File: src/rtl/key_trigger_pkg.sv
// Shared types and constants for the push-button trigger front end.
package key_trigger_pkg;

  localparam int CNT_W       = 8;
  localparam int SYNC_STAGES = 2;

  typedef enum logic [2:0] {
    IDLE,
    FIRE,
    WAIT_ACK,
    WAIT_DONE,
    RELEASE
  } trig_state_t;

endpackage

File: src/rtl/key_debounce.sv
// Synchronises the raw button pin, applies pin polarity and debounces the level.
// press_evt pulses for one cycle on each accepted released->pressed change.
module key_debounce
  import key_trigger_pkg::*;
#(
  parameter logic [15:0] DEBOUNCE_CYCLES = 16'd1000,
  parameter logic        KEY_ACTIVE_LOW  = 1'b1
) (
  input  logic clk,
  input  logic reset_n,
  input  logic key_raw,
  output logic level,
  output logic press_evt
);

  localparam logic [15:0] DEB_TERM = DEBOUNCE_CYCLES - 16'd1;
  // Sync flops come out of reset holding the released pin level, so a short
  // debounce setting cannot see a phantom press right after reset.
  localparam logic [SYNC_STAGES-1:0] SYNC_RST = {SYNC_STAGES{KEY_ACTIVE_LOW}};

  logic [SYNC_STAGES-1:0] sync_q;
  logic                   synced;
  logic [15:0]            deb_cnt;

  always_ff @(posedge clk or negedge reset_n) begin
    if (!reset_n) begin
      sync_q <= SYNC_RST;
    end else begin
      sync_q <= {sync_q[SYNC_STAGES-2:0], key_raw};
    end
  end

  assign synced = sync_q[SYNC_STAGES-1] ^ KEY_ACTIVE_LOW;

  always_ff @(posedge clk or negedge reset_n) begin
    if (!reset_n) begin
      deb_cnt   <= '0;
      level     <= 1'b0;
      press_evt <= 1'b0;
    end else begin
      press_evt <= 1'b0;
      if (synced == level) begin
        deb_cnt <= '0;
      end else if (deb_cnt == DEB_TERM) begin
        deb_cnt   <= '0;
        level     <= synced;
        press_evt <= synced;
      end else begin
        deb_cnt <= deb_cnt + 16'd1;
      end
    end
  end

endmodule

File: src/rtl/key_trigger_ctrl.sv
// Button-to-tone trigger controller: one trig per debounced press, handshaked
// against the generator's ready, with press/drop counters and status outputs.
//
//   state     | meaning
//   ----------+-----------------------------------------------------------
//   IDLE      | waiting for a debounced press
//   FIRE      | press accepted; trig is raised on leaving this state
//   WAIT_ACK  | trig held high until gen_ready rises or the ack timer expires
//   WAIT_DONE | tone playing; waiting for gen_ready to fall
//   RELEASE   | waiting for the debounced key release (no auto-repeat)
module key_trigger_ctrl
  import key_trigger_pkg::*;
#(
  parameter logic [15:0] DEBOUNCE_CYCLES = 16'd1000,
  parameter logic [15:0] ACK_TIMEOUT     = 16'd64,
  parameter logic        KEY_ACTIVE_LOW  = 1'b1
) (
  input  logic             clk,
  input  logic             reset_n,
  input  logic             key_raw,
  input  logic             gen_ready,
  output logic             trig,
  output logic             busy,
  output logic             led0,
  output logic             fault,
  output logic [CNT_W-1:0] press_count,
  output logic [CNT_W-1:0] drop_count
);

  localparam logic [15:0] TMO_TERM = ACK_TIMEOUT - 16'd1;

  trig_state_t      state_q, state_d;
  logic             trig_d, fault_d;
  logic [15:0]      tmo_q, tmo_d;
  logic [CNT_W-1:0] press_d, drop_d;
  logic             level, press_evt;

  key_debounce #(
    .DEBOUNCE_CYCLES(DEBOUNCE_CYCLES),
    .KEY_ACTIVE_LOW (KEY_ACTIVE_LOW)
  ) u_deb (
    .clk      (clk),
    .reset_n  (reset_n),
    .key_raw  (key_raw),
    .level    (level),
    .press_evt(press_evt)
  );

  always_ff @(posedge clk or negedge reset_n) begin
    if (!reset_n) begin
      state_q     <= IDLE;
      trig        <= 1'b0;
      fault       <= 1'b0;
      tmo_q       <= '0;
      press_count <= '0;
      drop_count  <= '0;
    end else begin
      state_q     <= state_d;
      trig        <= trig_d;
      fault       <= fault_d;
      tmo_q       <= tmo_d;
      press_count <= press_d;
      drop_count  <= drop_d;
    end
  end

  always_comb begin
    state_d = state_q;
    trig_d  = trig;
    fault_d = fault;
    tmo_d   = tmo_q;
    press_d = press_count;
    drop_d  = drop_count;

    // A press outside IDLE is only counted; the drop counter saturates.
    if (press_evt && (state_q != IDLE) && (drop_count != {CNT_W{1'b1}})) begin
      drop_d = drop_count + 1'b1;
    end

    case (state_q)
      IDLE: begin
        if (press_evt) begin
          state_d = FIRE;
          press_d = press_count + 1'b1;
        end
      end
      FIRE: begin
        trig_d  = 1'b1;
        tmo_d   = '0;
        state_d = WAIT_ACK;
      end
      WAIT_ACK: begin
        if (gen_ready) begin
          trig_d  = 1'b0;
          state_d = WAIT_DONE;
        end else if (tmo_q == TMO_TERM) begin
          trig_d  = 1'b0;
          fault_d = 1'b1;
          state_d = RELEASE;
        end else begin
          tmo_d = tmo_q + 16'd1;
        end
      end
      WAIT_DONE: begin
        if (!gen_ready) state_d = RELEASE;
      end
      RELEASE: begin
        if (!level) state_d = IDLE;
      end
      default: state_d = IDLE;
    endcase
  end

  assign busy = (state_q != IDLE);
  assign led0 = level;

endmodule

File: config.mk
export PLATFORM = sky130hd
export DESIGN_NAME = key_trigger_ctrl
export DESIGN_NICKNAME = d
export VERILOG_FILES = /design/src/rtl/key_trigger_pkg.sv /design/src/rtl/key_debounce.sv /design/src/rtl/key_trigger_ctrl.sv
export SDC_FILE = /design/constraint.sdc
export NUM_CORES = 1
export LEC_CHECK = 0
export CAP_MARGIN = 15
export CORE_ASPECT_RATIO = 1.25
export CORE_MARGIN = 2
export CORE_UTILIZATION = 57
export DETAILED_ROUTE_END_ITERATION = 12
export GPL_TIMING_DRIVEN = 0
export PLACE_DENSITY_LB_ADDON = 0.1
export SYNTH_ARGS = -nofsm -noshare
export SYNTH_HDL_FRONTEND = slang
export SYNTH_HIERARCHICAL = 1
export SYNTH_SLANG_ARGS = --single-unit
export TNS_END_PERCENT = 10
File: constraint.sdc
create_clock -name clk -period 2.1 [get_ports clk]
set_input_delay 0.42 -clock clk [delete_from_list [all_inputs] [get_ports clk]]
set_output_delay 0.42 -clock clk [all_outputs]
set_load 0.1 [all_outputs]
# After elaboration in Yosys (flattened, before gate mapping)
# Cells that the tools add are included.
# totals
output_inout_bits	20
input_bits	4
reg_bits	57
word_cells	58
# op_classes
reduce_logical	11
addsub	4
n_bitwise	3
mux	16
n_eq_ne	14
# ops
op	n
$mux 16	4
$add 16x1->16 const B	2
$pmux 16 s2	1
$add 8x1->8 const B	2
$eq 16x10->1 const B	1
$eq 16x6->1 const B	1
$mux 3	5
$pmux 3 s5	1
$ne 2x2->1 const B	4
$ne 8x8->1 const B	1
$eq 3x2->1 const B	2
$reduce_and 2->1	3
$reduce_and 3->1	2
$mux 1	4
$reduce_and 4->1	1
$eq 3x1->1 const B	1
$eq 3x3->1 const B	1
$logic_not 3->1	1
$ne 3x3->1 const B	1
$not 1->1	3
$reduce_bool 3->1	1
$logic_and 1x1->1	2
$ne 2x1->1 const B	1
$pmux 1 s2	1
other kinds (2)	2

# Logic depth before layout (Yosys ltp)
# Gate-level depths: netlist of run 1.
# logic_depth
word_depth	4
ltp_mapped	6
depth_no_buf	5

# Hierarchy
# The synthesis of run 1 kept the hierarchy.
# by_module_without_submodules
mod	cells_each	instances	seq_area_each_um2	area_each_um2
key_trigger_ctrl	186	1	925.9	1923.1
key_debounce	86	1	503.0	905.9

# Worst setup path before layout of run 1
# Ideal clock, no wire load.
# synth_timing
kind	register to register
startpoint	register drop_count[0]
endpoint	register drop_count[1]
setup_ns	0.126
synth_period_minus_slack_ns	2.406
arrival_ns	2.280
slack_ns	-0.306
stages_incl_launch_ff	5
path_cell_list	dfrtp_1 > ha_1 > nand2_1 > o311ai_2 > mux2_2
# synth_via
elab_chain_len	2
word_cells_on_any_way	3
cone_classes	add/sub (1); eq/ne (1); reduce/logical (1)
# synth_rtl
element	line_no	text
start: declaration	key_trigger_ctrl.sv:27	output logic [CNT_W-1:0] drop_count
start signal: assignment	key_trigger_ctrl.sv:63	drop_count <= drop_d;
parallel branches: the longest is 2 deep, another holds $add 8x1->8	n/a	
# Several ways; the timed one is not identified.
# A chain may end at the register's enable or synchronous reset.

# Final worst setup path of run 1
# layout_timing
startpoint	input gen_ready
endpoint	register tmo_q[15]
# layout_via
elab_chain_len	2
# layout_rtl
element	line_no	text
start: declaration	key_trigger_ctrl.sv:21	input logic gen_ready,
$ne 2x2->1 (no line)	n/a	
$reduce_and 3->1 (no line)	n/a	
end signal: assignment	key_trigger_ctrl.sv:61	tmo_q <= tmo_d;
end: declaration	key_trigger_ctrl.sv:34	logic [15:0] tmo_q, tmo_d;
# No other way between the ends.

==> results by group, run 1 <==
Critical path
  – Worst reg2reg path startpoint: tmo_q[0]$_DFFE_PN0P_
  – Critical Path Sink Type: register
  – Worst-case reg-to-reg path depth: 6
  – Worst Path Arrival: 2300 ps
  – Critical R2R Capture: tmo_q[11]$_DFFE_PN0P_
  – Setup crit start kind: input port
  – Maximum fanout along the worst path: 8
  – Critical path class: input port to register
  – Reg2reg setup slack: 80 ps
  – Data required, critical path: 2300 ps

Layout
  – Share of cells above drive strength 1: 15.7%
  – Synth-to-Final Area Change: 19.5%
  – Net count, final: 316
  – Antenna Cells: 0
  – Register area: 0.00144 mm2
  – Fillcell total: 357
  – Multi-input gate area: 0.00135 mm2

Routing
  – Post-route DRC: 0
  – DR pass1 iterations: 4
  – DR vias/cell: 5.82
  – Wire per inst: 15.5 um
  – Initial drt markers: 160
  – DRT antenna net count: 0
  – Drt total wl: 5.77 mm
  – Via Count: 2172

Floorplanning
  – Core ar.: 0.00476 mm2
  – Die W: 67.0 um
  – Row count: 28
  – DIE HEIGHT: 82.8 um
  – Die area: 0.00555 mm2
  – Initial Util: 59.4%
  – Top-Level Pins: 24

Power and ir drop
  – Lkg Pwr: 1.62 nW
  – Combinational share of power: 2.2%
  – Sw Pwr: 0.474 mW
  – Clk network pwr share: 47.4%
  – Sequential Power Share: 50.4%
  – Switching share of total power: 21.5%
  – Total Power: 2.20 mW
  – P_int: 1.73 mW
  – Power density over the cells: 652 mW/mm2
  – VDD IR max: 0.703 mV

Global route
  – Number of antenna violations at the first check in global routing: 0
  – Overflow left after global routing: 0
  – Vias in the first global route: 2162
  – Largest net degree at the start of global routing: 38
  – First-pass GRT wire length: 9.36 mm
  – GRT Overall Usage: 22.5%

Logic synthesis
  – Synth warn: 6
  – Area of the mapped netlist: 0.00283 mm2
  – Synthesized instance count: 272
  – Post-synth cell types: 41
  – Seq/Total Area, Yosys: 50.5%
  – EDFF count, synth: 0
  – Share of the synthesized area in the top cell type: 48.7%
  – Ys async rst share: 100%
  – Mapped Avg Cell Area: 10.4 um2
  – Synthesized flop and latch total: 57
  – Dominant cell type by area after synthesis: dfrtp_1
  – Top_reg_cell synth: dfrtp_1
  – Synth top cells by count: dfrtp_1, nand2_1, nor2_1
  – Mapped Nets: 280
  – Synth top area cells: dfrtp_1, xnor2_1, nand2_1, nor2_1, nand3_1
  – Cell with the most instances after synthesis: dfrtp_1

STA
  – Tcrit/Tclk final: 99.9%
  – Final worst slack: 1.18 ps
  – Slew margin rel.: 35.5%
  – Max-slew violations: 0
  – Slew @ Worst Pin: 972 ps
  – Hold_ws: 45.4 ps
  – F_max: 476 MHz
  – Hold Violations, Final: 0
  – Max Clock Skew: 12.8 ps
  – Tmin final: 2100 ps
  – Unrepaired setup endpoints after global routing: true
  – Final setup fails: 0

Placement
  – Pre-CTS WS: -372 ps
  – GP Congestion: 0.870
  – HPWL after DPL: 3.84 mm
  – IO buf count: 23

Job
  – Max Cap Violations: 0

Clock network
  – Num CTS Buffers: 9
  – Clk buf depth: 2
  – Clock-pin transition on the worst setup and hold timing paths: 70 ps
  – Sink Count: 57
  – CTS tree: built
  – CTS root buf: clkbuf_8
  – Worst-skew pair later-pin latency: 330 ps
  – Cts hold-fix bufs: 0
  – H-tree levels: 3

Run status
  – Status: finished, final reports clean

Worst hold path
  – Hold Path Class: input port to async pin
## how the worst max path moves through the flow
stage / startpoint / end / slack (ps) / cells after the start
global placement: reset_n / drop_count[1]$_DFFE_PN0P_ / -1330 / 1
floorplan: drop_count[0]$_DFFE_PN0P_ / drop_count[1]$_DFFE_PN0P_ / 20 / 4
CTS: state_q[2]$_DFFE_PN0P_ / busy / -150 / 3
finish: gen_ready / tmo_q[15]$_DFFE_PN0P_ / 1 / 6
detailed placement: gen_ready / tmo_q[12]$_DFFE_PN0P_ / -370 / 6
global route: tmo_q[0]$_DFFE_PN0P_ / tmo_q[11]$_DFFE_PN0P_ / -40 / 6
## what timing repair did
action,in CTS,in global routing
resized for setup,26,8
setup endpoints to repair,29,12
setup buffers,0,2
pin swaps,1,1
## routing by layer
metal	vias up	part of all wire, %	GRT usage [%]
li1	1061	-	-
met1	1038	42	26.2
met2	58	52	38.9
met3	15	4.2	6.64
met4	0	1.9	8.57
met5	-	0	0
## registers in the layout, summed over array words and instances (netlist names)
register         count
u_deb/press_evt      1
fault                1
press_count          8
u_deb/sync_q         2
tmo_q               16
u_deb/level          1
u_deb/deb_cnt       16
state_q              3
trig                 1
drop_count           8
## layout by cell type, fill, tap and decap left out, drive strengths merged, types with 9 or more instances in the layout
master,Yosys,final
dfrtp,55,55
nand2,26,26
nor2,25,25
xnor2,19,19
nand3,18,18
dlygate4sd2,0,18
clkbuf,3,13
nor3,12,12
nand4,12,12
nor4,12,12
xor2,10,10
inv,9,9
and3,9,9
buf,4,9
## layout make-up
type / count / area share (%)
plain buffers: 6 / 1.41
clock buffers: 11 / 4.48
clock inverters: 5 / 1.59
inverters: 9 / 0.999
multi-input cells: 199 / 39.9
flip-flops and latches: 57 / 42.5
well taps: 60 / 2.22
repair buffers: 26 / 6.96
## per-stage QoR
| stage | area (um2) | util (%) | TNS, ps | instances |
|---|---|---|---|---|
| after global placement | 3140 | 66.0 | -68210 | 355 |
| after floorplan | 2840 | - | 0 | 272 |
| final | 3380 | 71.0 | 0 | 373 |
| after global routing | 3380 | 71.0 | -117 | 373 |
| after detailed placement | 3160 | 66.3 | -4270 | 356 |
| after CTS | 3360 | 70.5 | -149 | 372 |
## power by group through the flow
stage | logic (mW) | registers (mW) | clock network (mW)
4_1_cts | 0.0513 | 1.11 | 1.07
3_3_place_gp | 0.0459 | 1.13 | 0
6_report | 0.0489 | 1.11 | 1.04
3_5_place_dp | 0.0504 | 1.13 | 0
5_1_grt | 0.0563 | 1.11 | 1.12
2_1_floorplan | 0.0147 | 1.13 | 0
## logic make-up after synthesis
kind of cell	count (synthesis)	share of synthesized area (%)
XOR/XNOR	29	8.98
AND/OR/NAND/NOR	132	25.4
flip-flops	57	50.5
AO/OA/AOI/OAI	25	7.08
adder cells (fa/ha/maj)	4	1.77
multiplexers	9	3.32
buffers and inverters	16	2.96
## worst max-delay path, stage by stage
cell             delay, ps
clkdlybuf4s50_1        490
or4b_4                 560
buf_6                  160
nor3_1                 350
nand4_1                180
mux2i_1                140
No activity file was read; power rests on OpenSTA's default activity.
==> run 2: changes to the inputs <==
--- a/config.mk
+++ b/config.mk
@@ -5,10 +5,11 @@
 export SDC_FILE = /design/constraint.sdc
 export NUM_CORES = 1
 export LEC_CHECK = 0
+export ABC_AREA = 1
 export CAP_MARGIN = 15
 export CORE_ASPECT_RATIO = 1.25
 export CORE_MARGIN = 2
-export CORE_UTILIZATION = 57
+export CORE_UTILIZATION = 58
 export DETAILED_ROUTE_END_ITERATION = 12
 export GPL_TIMING_DRIVEN = 0
 export PLACE_DENSITY_LB_ADDON = 0.1
==> run 2 against run 1 <==
Effect of this change: hold slack better by 35 ps; count of clock-buffer cells in the layout down 1; cell count grew 35%; largest power group unchanged; critical path type is now register to primary output; largest cell class is now multi-input combinational cells; global-route usage rose by 0.20 points.
==> results by group, run 2 <==
Logic synthesis
  – Area of the mapped netlist: 0.00320 mm2 (+13%)
  – Synth top area cells: dfrtp_1, nand2_1, nor2_1, inv_1, nand3_1
  – Share of the synthesized area in the top cell type: 43.0% (-5.6 points)
  – Synthesized instance count: 401 (+47%)
  – Synthesized flop and latch total: 57 (unchanged)
  – Ys async rst share: 100% (unchanged)
  – Top_reg_cell synth: dfrtp_1
  – Mapped Avg Cell Area: 7.98 um2 (-23%)
  – Mapped Nets: 409 (+46%)
  – Post-synth cell types: 32 (-22%)
  – Cell with the most instances after synthesis: nand2_1
  – Synth warn: 6 (unchanged)
  – EDFF count, synth: 0 (unchanged)
  – Dominant cell type by area after synthesis: dfrtp_1
  – Synth top cells by count: nand2_1, dfrtp_1, nor2_1
  – Seq/Total Area, Yosys: 44.7% (-5.8 points)

STA
  – Final setup fails: 0 (unchanged)
  – Tcrit/Tclk final: 98.1% (-1.8 points)
  – Final worst slack: 38.9 ps (+37.7 ps)
  – Slew @ Worst Pin: 961 ps (-11.0 ps)
  – F_max: 485 MHz (+1.8%)
  – Hold Violations, Final: 0 (unchanged)
  – Max-slew violations: 0 (unchanged)
  – Tmin final: 2060 ps (-37.7 ps)
  – Max Clock Skew: 11.0 ps (-1.84 ps)
  – Unrepaired setup endpoints after global routing: false
  – Slew margin rel.: 36.2% (+0.73 points)

Routing
  – Post-route DRC: 0 (unchanged)
  – WL met1: 2.70 mm (+11%)
  – Met2 wire len: 3.25 mm (+8.8%)
  – DRT antenna net count: 0 (unchanged)
  – DR vias/cell: 5.21 (-10%)
  – Met3 WL: 248 um (+2.9%)
  – DR pass1 iterations: 4 (unchanged)
  – Drt total wl: 6.23 mm (+8.0%)
  – Highest metal used: met4
  – Via Count: 2633 (+21%)
  – Initial drt markers: 125 (-22%)
  – Wire per inst: 12.3 um (-20%)

Floorplanning
  – Die W: 70.4 um (+5.1%)
  – Initial Util: 59.6% (+0.23 points)
  – Core ar.: 0.00537 mm2 (+13%)
  – DIE HEIGHT: 87.0 um (+5.2%)
  – Row count: 30 (+7.1%)
  – Top-Level Pins: 24 (unchanged)
  – Die area: 0.00613 mm2 (+11%)

Placement
  – GP Congestion: 0.864 (-0.64%)
  – Placed cell count: 489 (+37%)
  – Area after DPL: 0.00353 mm2 (+12%)
  – HPWL after DPL: 4.45 mm (+16%)
  – Pre-CTS WS: -68.8 ps (+303 ps)
  – IO buf count: 23 (unchanged)

Layout
  – Post-route cell area: 0.00369 mm2 (+9.2%)
  – Most common library cell in the layout ignoring fill and taps: nand2_1
  – Net count, final: 444 (+41%)
  – Antenna Cells: 0 (unchanged)
  – Biggest regs: tmo_q x16, u_deb/deb_cnt x16
  – Final core utilization: 68.8% (-2.1 points)
  – Final non-filler cell total: 505 (+35%)
  – Synth-to-Final Area Change: 15.5%
  – Share of cells above drive strength 1: 13.2% (-2.5 points)
  – Commonest non-fill, non-tap cells in the layout: nand2_1, nor2_1, dfrtp_1

Critical path
  – Critical Path, Cell by Cell: dlygate4sd2_1
  – Critical path class: register to primary output
  – Reg2reg setup slack: 430 ps (+350 ps)
  – Max incr delay on CP: 880 ps (+320 ps)
  – Worst Path Arrival: 1640 ps (-660 ps)
  – Data required, critical path: 1680 ps (-620 ps)
  – Maximum fanout along the worst path: 5 (-3)
  – Slowest cell on the critical path: dlygate4sd2_1
  – Crit-path leading delay family: buffers and inverters
  – Setup crit start kind: register
  – CP bufs+invs: 1 (-1)
  – Critical Path Sink Type: primary output

Clock network
  – Cts hold-fix bufs: 0 (unchanged)
  – Num CTS Buffers: 9 (unchanged)
  – # Post-CTS Setup Buffers: 0 (unchanged)
  – Sink Count: 57 (unchanged)
  – H-tree levels: 3 (unchanged)
  – Clk buf depth: 2 (unchanged)
  – CTS tree: built
  – PostCTS Resize Cnt: 22 (-15%)
  – Clock-pin transition on the worst setup and hold timing paths: 70 ps (about the same)
  – Worst-skew pair later-pin latency: 340 ps (about the same)
  – CTS root buf: clkbuf_8

Power and ir drop
  – Total Power: 2.17 mW (-1.5%)
  – Power density over the cells: 588 mW/mm2 (-9.9%)
  – VDD IR max: 0.738 mV (+4.9%)
  – Lkg Pwr: 1.88 nW (+16%)

Global route
  – GRT Overall Usage: 22.7% (+0.20 points)
  – Largest net degree at the start of global routing: 32 (-16%)
  – First-pass GRT wire length: 10.9 mm (+17%)
  – Vias in the first global route: 2512 (+16%)
  – Number of antenna violations at the first check in global routing: 0 (unchanged)
  – Overflow left after global routing: 0 (unchanged)

Job
  – Max Cap Violations: 0 (unchanged)

Worst hold path
  – Hold Path Class: input port to async pin

Run status
  – Status: finished, final reports clean
-- run 2: cell count changes in the layout (fill, tap and decap cells not counted), sizes merged, moves of 12 or more --
cell   before  now
nand3      18   34
inv         9   50
nand2      26  125
nor4       12    0
xnor2      19    6
nor2       25   67
-- run 2: final timing paths --
path / startpoint / endpoint / cells after the start
worst max-delay path: press_count[3]$_DFFE_PN0P_ / press_count[3] / 1
worst min-delay path: reset_n / tmo_q[8]$_DFFE_PN0P_ / 1
worst max register to register: drop_count[0]$_DFFE_PN0P_ / drop_count[0]$_DFFE_PN0P_ / 8
worst min register to register: u_deb/sync_q[0]$_DFF_PN1_ / u_deb/sync_q[1]$_DFF_PN1_ / 0
max in group asynchronous: reset_n / u_deb/sync_q[1]$_DFF_PN1_ / 2
min in group clk: u_deb/sync_q[0]$_DFF_PN1_ / u_deb/sync_q[1]$_DFF_PN1_ / 0
-- run 2: where the power goes --
group	switching [mW]	internal [mW]
clock	0.454	0.541
sequential	0.00818	1.11
combinational	0.0441	0.0155
total	0.506	1.66
-- run 2: kinds of logic after synthesis --
logic type	after synthesis	synth area share, %
xor+xnor	21	5.75
buf+inv	52	6.57
compound gates	24	5.44
flops	57	44.7
simple gates	243	36.0
fa+ha+maj	4	1.56
-- run 2: layout make-up --
cell class	instances	area [um2]
plain buffers	2	22.5
clock buffers	10	128
clock inverters	6	58.8
fillers	460	1670
inverters	50	188
multi-input cells	292	1560
flip-flops and latches	57	1430
well taps	64	80.1
repair buffers	24	226
-- run 2: per-layer routing --
layer  vias up  global-route usage (%)
li1       1328                       -
met3         2                    5.44
met5         -                       0
met2        45                    38.6
met4         0                    10.3
met1      1258                    27.4
-- run 2: per-stage QoR --
stage,TNS (ps),hold slack (ps)
6_report,0,80.0
5_1_grt,0,132
2_1_floorplan,0,124
3_3_place_gp,-65640,347
4_1_cts,0,89.6
3_5_place_dp,-68.8,349
==> run 3: changes to the inputs <==
--- a/config.mk
+++ b/config.mk
@@ -13,6 +13,7 @@
 export DETAILED_ROUTE_END_ITERATION = 12
 export GPL_TIMING_DRIVEN = 0
 export PLACE_DENSITY_LB_ADDON = 0.1
+export SETUP_SLACK_MARGIN = 0.15
 export SYNTH_ARGS = -nofsm -noshare
 export SYNTH_HDL_FRONTEND = slang
 export SYNTH_HIERARCHICAL = 1
==> run 3 against run 2 <==
Effect of this change: maximum frequency is 1.6% higher; first-iteration DRC count is 18% higher; wire length is 0.29% lower; sequential share of layout area is 0.38 points lower; worst setup slack better by 33 ps; utilization is 1.0 points higher; non-clock buffer count stayed put; clock skew hardly changed; critical path depth stayed put; sequential power hardly changed; critical path type unchanged; largest power group is now clock.
==> results by group, run 3 (synthesized netlist as in run 2, its figures left out) <==
Run status
  – Status: finished, final reports clean

Power and ir drop
  – Power density over the cells: 630 mW/mm2 (+7.1%)
  – Sw Pwr: 0.471 mW (-7.0%)
  – VDD IR max: 0.644 mV (-13%)
  – P_int: 1.89 mW (+14%)
  – Clk network pwr share: 50.2% (+4.4 points)
  – Lkg Pwr: 1.87 nW (-0.32%)
  – Total Power: 2.36 mW (+8.8%)
  – Sequential Power Share: 47.3% (-4.1 points)
  – Combinational share of power: 2.5% (-0.2 points)
  – Switching share of total power: 19.9% (-3.4 points)

Critical path
  – Data required, critical path: 1680 ps (about the same)
  – Critical R2R Capture: drop_count[1]$_DFFE_PN0P_
  – Worst-case reg-to-reg path depth: 9 (+1)
  – Reg2reg setup slack: 380 ps (-50 ps)
  – CP bufs+invs: 1 (unchanged)
  – Setup crit start: drop_count[0]$_DFFE_PN0P_
  – Max incr delay on CP: 830 ps (-50 ps)
  – Levels on crit path: 1 (unchanged)
  – Crit-path leading delay family: buffers and inverters
  – Maximum fanout along the worst path: 4 (-1)
  – Crit path capture: drop_count[0]
  – Worst Path Arrival: 1610 ps (-30 ps)
  – Setup crit start kind: register
  – Critical path class: register to primary output
  – Critical Path Sink Type: primary output
  – Critical Path, Cell by Cell: clkdlybuf4s15_1
  – Slowest cell on the critical path: clkdlybuf4s15_1
  – Worst reg2reg path startpoint: drop_count[0]$_DFFE_PN0P_

Floorplanning
  – Top-Level Pins: 24 (unchanged)
  – Initial Util: 59.6% (unchanged)
  – Die W: 70.4 um (unchanged)
  – Die area: 0.00613 mm2 (unchanged)
  – Core ar.: 0.00537 mm2 (unchanged)
  – DIE HEIGHT: 87.0 um (unchanged)
  – Row count: 30 (unchanged)

STA
  – Hold Violations, Final: 0 (unchanged)
  – F_max: 493 MHz (+1.6%)
  – Slew @ Worst Pin: 958 ps (-2.93 ps)
  – Final setup fails: 0 (unchanged)
  – Unrepaired setup endpoints after global routing: true
  – Tcrit/Tclk final: 96.6% (-1.6 points)
  – Hold_ws: 84.1 ps (+4.15 ps)
  – Tmin final: 2030 ps (-33.3 ps)
  – Slew margin rel.: 36.4% (+0.19 points)
  – Max-slew violations: 0 (unchanged)
  – Max Clock Skew: 10.8 ps (-0.180 ps)

Routing
  – Post-route DRC: 0 (unchanged)
  – DR pass1 iterations: 4 (unchanged)
  – DRT antenna net count: 0 (unchanged)
  – Wire per inst: 12.3 um (-0.29%)
  – Drt total wl: 6.21 mm (-0.29%)
  – Initial drt markers: 147 (+18%)
  – Via Count: 2591 (-1.6%)
  – DR vias/cell: 5.13 (-1.6%)

Global route
  – Vias in the first global route: 2510 (-0.080%)
  – Largest net degree at the start of global routing: 34 (+6.3%)
  – First-pass GRT wire length: 10.9 mm (-0.38%)
  – GRT Overall Usage: 22.2% (-0.50 points)
  – Overflow left after global routing: 0 (unchanged)
  – Number of antenna violations at the first check in global routing: 0 (unchanged)

Clock network
  – Num CTS Buffers: 9 (unchanged)
  – Worst-skew pair later-pin latency: 340 ps (about the same)
  – Clk buf depth: 2 (unchanged)
  – CTS tree: built
  – H-tree levels: 3 (unchanged)
  – Clock-pin transition on the worst setup and hold timing paths: 70 ps (about the same)
  – Sink Count: 57 (unchanged)
  – Cts hold-fix bufs: 0 (unchanged)
  – CTS root buf: clkbuf_8

Layout
  – Post-route cell area: 0.00375 mm2 (+1.5%)
  – Share of cells above drive strength 1: 13.8% (+0.68 points)
  – Synth-to-Final Area Change: 17.2%
  – Commonest non-fill, non-tap cells in the layout: nand2_1, nor2_1, dfrtp_1
  – Biggest regs: tmo_q x16, u_deb/deb_cnt x16
  – Antenna Cells: 0 (unchanged)
  – Most common library cell in the layout ignoring fill and taps: nand2_1
  – Fillcell total: 447 (-2.8%)
  – Net count, final: 444 (unchanged)

Placement
  – IO buf count: 23 (unchanged)
  – Area after DPL: 0.00353 mm2 (+0.21%)
  – HPWL after DPL: 4.49 mm (+0.89%)
  – GP Congestion: 0.839 (-3.0%)

Job
  – Max Cap Violations: 0 (unchanged)

Worst hold path
  – Hold Path Class: input port to async pin
==> run 3: cell type report <==
class	instances	area, um2	area share [%]
Buffer	2	22.5	0.600
Clock buffer	14	173	4.60
Clock inverter	2	60.1	1.60
Inverter	50	188	5.00
Multi-Input combinational cell	292	1560	41.6
Sequential cell	57	1440	38.4
Tap cell	64	80.1	2.13
Timing Repair Buffer	24	229	6.10
==> run 3: metrics by stage <==
stage          cells  TNS (ps)  utilization (%)  setup WS (ps)
6_report         505         0             69.9           72.2
5_1_grt          505         0             69.9           26.6
4_1_cts          505         0             69.9           53.4
3_5_place_dp     489     -63.8             65.9          -63.8
3_3_place_gp     488    -67460             65.6          -1570
2_1_floorplan    401         0                -            167
==> run 3: routing by layer <==
metal  track usage, %  part of all wire, %  routed length, um  vias to the layer above
li1                 -                    -                  -                     1333
met1             27.2                   45               2770                     1219
met2             37.6                   51               3150                       27
met3             5.32                  2.6                163                       12
met4             9.44                  2.0                125                        0
met5                0                    0                  0                        -
==> run 3: repair_timing <==
item | CTS | global route
setup buffers | 0 | 0
setup endpoints to repair | 20 | 19
gates resized for setup | 28 | 4
==> run 3: power by group through the flow <==
stage | Clock (mW) | Sequential [mW] | Combinational (mW)
2_1_floorplan | 0 | 1.14 | 0.0148
3_3_place_gp | 0 | 1.14 | 0.0572
3_5_place_dp | 0 | 1.14 | 0.0623
4_1_cts | 1.21 | 1.12 | 0.0617
5_1_grt | 1.25 | 1.12 | 0.0673
6_report | 1.19 | 1.12 | 0.0590
==> run 3: how the worst min path moves through the flow <==
stage,end,start,cells after the start
2_1_floorplan,drop_count[2]$_DFFE_PN0P_,reset_n,0
3_3_place_gp,u_deb/sync_q[1]$_DFF_PN1_,u_deb/sync_q[0]$_DFF_PN1_,0
3_5_place_dp,u_deb/sync_q[1]$_DFF_PN1_,u_deb/sync_q[0]$_DFF_PN1_,0
4_1_cts,tmo_q[9]$_DFFE_PN0P_,reset_n,1
5_1_grt,drop_count[5]$_DFFE_PN0P_,reset_n,1
6_report,drop_count[7]$_DFFE_PN0P_,reset_n,1
